## config.mk

```make
export PLATFORM = sky130hd
export DESIGN_NAME = pmem_arbiter
export DESIGN_NICKNAME = d
export VERILOG_FILES = /design/src/rtl/pmem_arbiter.sv
export SDC_FILE = /design/constraint.sdc
export NUM_CORES = 1
export LEC_CHECK = 0
export ABC_AREA = 0
export CORE_AREA = 3 3 535 537
export CTS_BUF_LIST = sky130_fd_sc_hd__clkbuf_2 sky130_fd_sc_hd__clkbuf_4 sky130_fd_sc_hd__clkbuf_8
export DETAILED_ROUTE_END_ITERATION = 10
export DIE_AREA = 0 0 538 540
export DONT_BUFFER_PORTS = 1
export PLACE_DENSITY = 0.3
export SLEW_MARGIN = 10
export SYNTH_ARGS = -nofsm -noshare
export SYNTH_HDL_FRONTEND = slang
export SYNTH_SLANG_ARGS = --single-unit
```

## constraint.sdc

```tcl
create_clock -name clk -period 2.5 [get_ports clk]
set_clock_uncertainty 0.1 [all_clocks]
set_input_delay 0.375 -clock clk [delete_from_list [all_inputs] [get_ports clk]]
set_output_delay 0.375 -clock clk [all_outputs]
set_load 0.05 [all_outputs]
```

## src/rtl/pmem_arbiter.sv

```systemverilog
// pmem_arbiter: shares one physical-memory port between I-cache and D-cache, D priority with starvation bound
module pmem_arbiter #(
  parameter int ADDR_WIDTH   = 32,
  parameter int LINE_WIDTH   = 256,
  parameter int STARVE_LIMIT = 4
) (
  input  logic                  clk,
  input  logic                  rst,
  input  logic                  i_pmem_read,
  input  logic [ADDR_WIDTH-1:0] i_pmem_address,
  output logic                  i_pmem_resp,
  output logic [LINE_WIDTH-1:0] i_pmem_rdata,
  input  logic                  d_pmem_read,
  input  logic                  d_pmem_write,
  input  logic [ADDR_WIDTH-1:0] d_pmem_address,
  input  logic [LINE_WIDTH-1:0] d_pmem_wdata,
  output logic                  d_pmem_resp,
  output logic [LINE_WIDTH-1:0] d_pmem_rdata,
  output logic                  mem_read,
  output logic                  mem_write,
  output logic [ADDR_WIDTH-1:0] mem_address,
  output logic [LINE_WIDTH-1:0] mem_wdata,
  input  logic                  mem_resp,
  input  logic [LINE_WIDTH-1:0] mem_rdata
);
  typedef enum logic [1:0] {IDLE, SERVE_I, SERVE_D, DONE} state_t;
  localparam logic [3:0] LIM = 4'(STARVE_LIMIT);
  state_t                state, state_n;
  logic [3:0]            starve_cnt;
  logic [ADDR_WIDTH-1:0] addr_q;
  logic [LINE_WIDTH-1:0] wdata_q;
  logic                  wr_q;
  logic                  d_pend, grant_i, grant_d, serving;
  assign d_pend  = d_pmem_read | d_pmem_write;
  assign grant_i = (state == IDLE) & i_pmem_read & (~d_pend | (starve_cnt == LIM));
  assign grant_d = (state == IDLE) & d_pend & ~grant_i;
  assign serving = (state == SERVE_I) | (state == SERVE_D);
  assign mem_read     = serving & ~wr_q;
  assign mem_write    = serving & wr_q;
  assign mem_address  = addr_q;
  assign mem_wdata    = wdata_q;
  assign i_pmem_resp  = (state == SERVE_I) & mem_resp;
  assign d_pmem_resp  = (state == SERVE_D) & mem_resp;
  assign i_pmem_rdata = mem_rdata;
  assign d_pmem_rdata = mem_rdata;
  // next state: registered grant from IDLE, hold until mem_resp, one DONE cycle
  always_comb begin
    state_n = state;
    state_n = state == IDLE ? (grant_i ? SERVE_I : grant_d ? SERVE_D : IDLE) :
              state == DONE ? IDLE : (mem_resp ? DONE : state);
  end
  // state, starvation counter and winner's request latched on the grant edge
  always_ff @(posedge clk) begin
    if (rst) begin
      state      <= IDLE;
      starve_cnt <= '0;
      addr_q     <= '0;
      wdata_q    <= '0;
      wr_q       <= 1'b0;
    end else begin
      state <= state_n;
      if (state == IDLE)
        starve_cnt <= (grant_i | ~i_pmem_read) ? 4'd0 :
                      (grant_d & (starve_cnt < LIM)) ? starve_cnt + 4'd1 : starve_cnt;
      if (grant_i | grant_d) begin
        addr_q  <= grant_i ? i_pmem_address : d_pmem_address;
        wr_q    <= grant_d & d_pmem_write;
        wdata_q <= grant_d ? d_pmem_wdata : '0;
      end
    end
  end
endmodule

```

==> qor.yml <==
route:
  drt_pass1_iterations: 4
  vias_per_cell: 2.03
  drcViolationCount: 0
  drt_iter0_markers: 603
  ant_nets: 0
  drt-total-wl_mm: 137
  vias: 10359
  routedWlPerCell_um: 26.8
setup_path:
  start_kind: "flip-flop"
  arrival_ns: 3.06
  path_max_fanout: 4
  cpPeakStageDelay_ns: 0.58
  slowest_stage: "dlygate4sd3_1"
  cpMostUsedCell: "dlygate4sd3_1"
  cp.depth: 7
  crit_buf_inv: 3
  critPathKind: "reg2reg"
  crit_family: "buffers and inverters"
  cp.required_ns: 3.16
  r2r_cells: 7
  worstSetupEndpointType: "flip-flop"
  crit_chain: "inv_1 -> ha_1 -> nand3b_1 -> nand4_1 -> dlygate4sd3_1 -> a31oi_1 -> dlygate4sd3_1"
synthesis:
  synth_edf_count: 0
  synth_area_leaders: "dfxtp_1 (44%), buf_4 (29%), a22o_1 (17%)"
  yosys.area.top_type_share_pct: 44.4
  yosysWarnings: 0
  syn_inst: 1315
  synth-seq-cells: 295
  syn_area_mm2: 0.0133
  ys.flop_type: "dfxtp_1"
  syn_area_per_cell_um2: 10.1
  synth.distinct_cells: 31
  syn_nets: 1903
  yosysSeqAreaShare_pct: 44.4
  async_reset_ff_share_pct: 0
  yosys.area.top_type: "dfxtp_1"
cells_and_area:
  fillers: 32866
  area_growth_pct: 53.5
  fin_util_pct: 7.25
  multi_input_area_mm2: 0.00327
  drive_gt1_share_pct: 18.3
  nNetsFinal: 1890
  most-common-layout-cells: "dlygate4sd3_1 (390), dfxtp_1 (293), a22o_1 (256)"
  final_common_cell: "dlygate4sd3_1"
  seqCellArea_mm2: 0.00591
sta:
  period_share_pct: 96.2
  fin_hold_ws_ns: 0.0961
  maxSlewViolCount: 0
  setup_ws_ns: 0.0956
  rsz0062_at_grt: "true"
  slew_headroom_pct: 38.4
  clock.fmax_ghz: 0.416
  hold_viol_final: 0
  setup_violations: 0
  layout_min_cycle_time_ns: 2.40
  worst_slew_pin_slew_ns: 0.923
global_route:
  grt_pass1_wl_mm: 155
  grt_overflow: 0
  antenna_found_initial: 116
  grt_pass1_vias: 10243
  grt_max_degree: 74
  track_usage_pct: 8.83
die:
  fp-row-count: 195
  dieArea_mm2: 0.291
  pin_count: 1386
  initial_core_util_pct: 4.72
  core-area_mm2: 0.282
  dieWidth_um: 538
  die_h_um: 540
clock_network:
  cts_htree_levels: 3
  clk_path_buf_depth: 4
  cts-root-buf: "clkbuf_8"
  numClockSinks: 295
  path_clk_slew_ns: 0.05
  tritoncts: "built"
  worstSkewPairLatency_ns: 0.82
  numCtsBuffers: 70
min_path:
  hold_depth: 4
  hold_class: "in2reg"
power:
  leakage_nw: 6.80
  fin_total_pwr_w: 0.0168
  ir_drop_mv: 0.282
  power_density_mw_per_mm2: 823
run:
  max_cap_viol_count: 0
placed_design:
  post-dp-hpwl_mm: 120
  gp_congestion: 0.669
  post-place-ws_ns: 0.287
  io_buffer_count: 0
outcome:
  run_status: "finished, final reports clean"
==> registers in the layout, indices dropped and copies added, names as in the netlist <==
name,cells
mem_address,32
mem_wdata,256
starve_cnt,4
state,2
wr_q,1
==> kinds of logic after synthesis <==
kind of cell | count (synthesis) | share of synthesized area [%]
AOI/OAI and AO/OA | 301 | 19.7
and+or+nand+nor | 119 | 3.69
adders and majority gates | 6 | 0.564
DFF | 295 | 44.4
buffers and inverters | 594 | 31.7
==> power breakdown <==
group,total (W),switching [W],internal (W)
clock network,0.00643,0.00268,0.00375
logic,0.00312,0.00187,0.00125
registers,0.00728,0.00205,0.00523
total,0.0168,0.00660,0.0102
==> cells in the mapped netlist (all sizes together), types with 2 or more instances <==
library cell and n:
a22o 256, o21ai 2, dfxtp 295, a31oi 2, nand2 66, and2 3, nor2 38, nand3b 2
a311oi 32, ha 6, clkbuf 21, inv 5, buf 568, nor3 2, nor2b 2, a21oi 3
==> per-layer routing <==
metal  global-route usage, %  routed length (µm)  part of all wire [%]
met5                   0.333                 299                  0.22
met4                    4.67                9250                   6.8
met3                    10.4               34600                    25
met2                    13.0               55600                    41
met1                    6.73               37100                    27
==> worst register-to-register path, cell delays in order, from the launching register on <==
cell and delay, ns:
dfxtp_1 0.37, inv_1 0.06, ha_1 0.20, nand3b_1 0.19
nand4_1 0.13, dlygate4sd3_1 0.59, a31oi_1 0.15, dlygate4sd3_1 0.55
==> through the flow <==
| step | TNS (ns) | std cells | instance area, µm² |
|---|---|---|---|
| floorplan | 0 | 1315 | 13300 |
| global placement | 0 | 4574 | 14700 |
| detailed placement | 0 | 4574 | 14700 |
| CTS | 0 | 5080 | 20200 |
| global route | -0.0721 | 5100 | 20400 |
| finish | 0 | 5107 | 20400 |
==> layout make-up <==
class | count | share of cell area, %
flip-flops and latches | 295 | 28.9
repair buffers | 504 | 24.6
well taps | 3743 | 22.9
multi-input cells | 426 | 16.0
clock buffers | 96 | 5.98
clock inverters | 19 | 1.25
diodes | 19 | 0.233
inverters | 5 | 0.0918
==> what timing repair did <==
item | 4_1_cts | 5_1_grt
pin swaps | 0 | 3
setup buffers | 0 | 6
resized for setup | 12 | 21
hold endpoints to repair | 295 | 0
setup endpoints to repair | 2 | 31
hold buffers | 391 | 0
cloned | 0 | 2
==> worst paths after layout <==
| path | slack [ns] | from | to |
|---|---|---|---|
| max | 0.1 | starve_cnt[0] | starve_cnt[2] |
| min | 0.1 | i_pmem_read | state[1] |
| max reg2reg | 0.1 | starve_cnt[0] | starve_cnt[2] |
| min reg2reg | 0.38 | mem_wdata[72] | mem_wdata[72] |
Power figures use the tool's default switching activity.
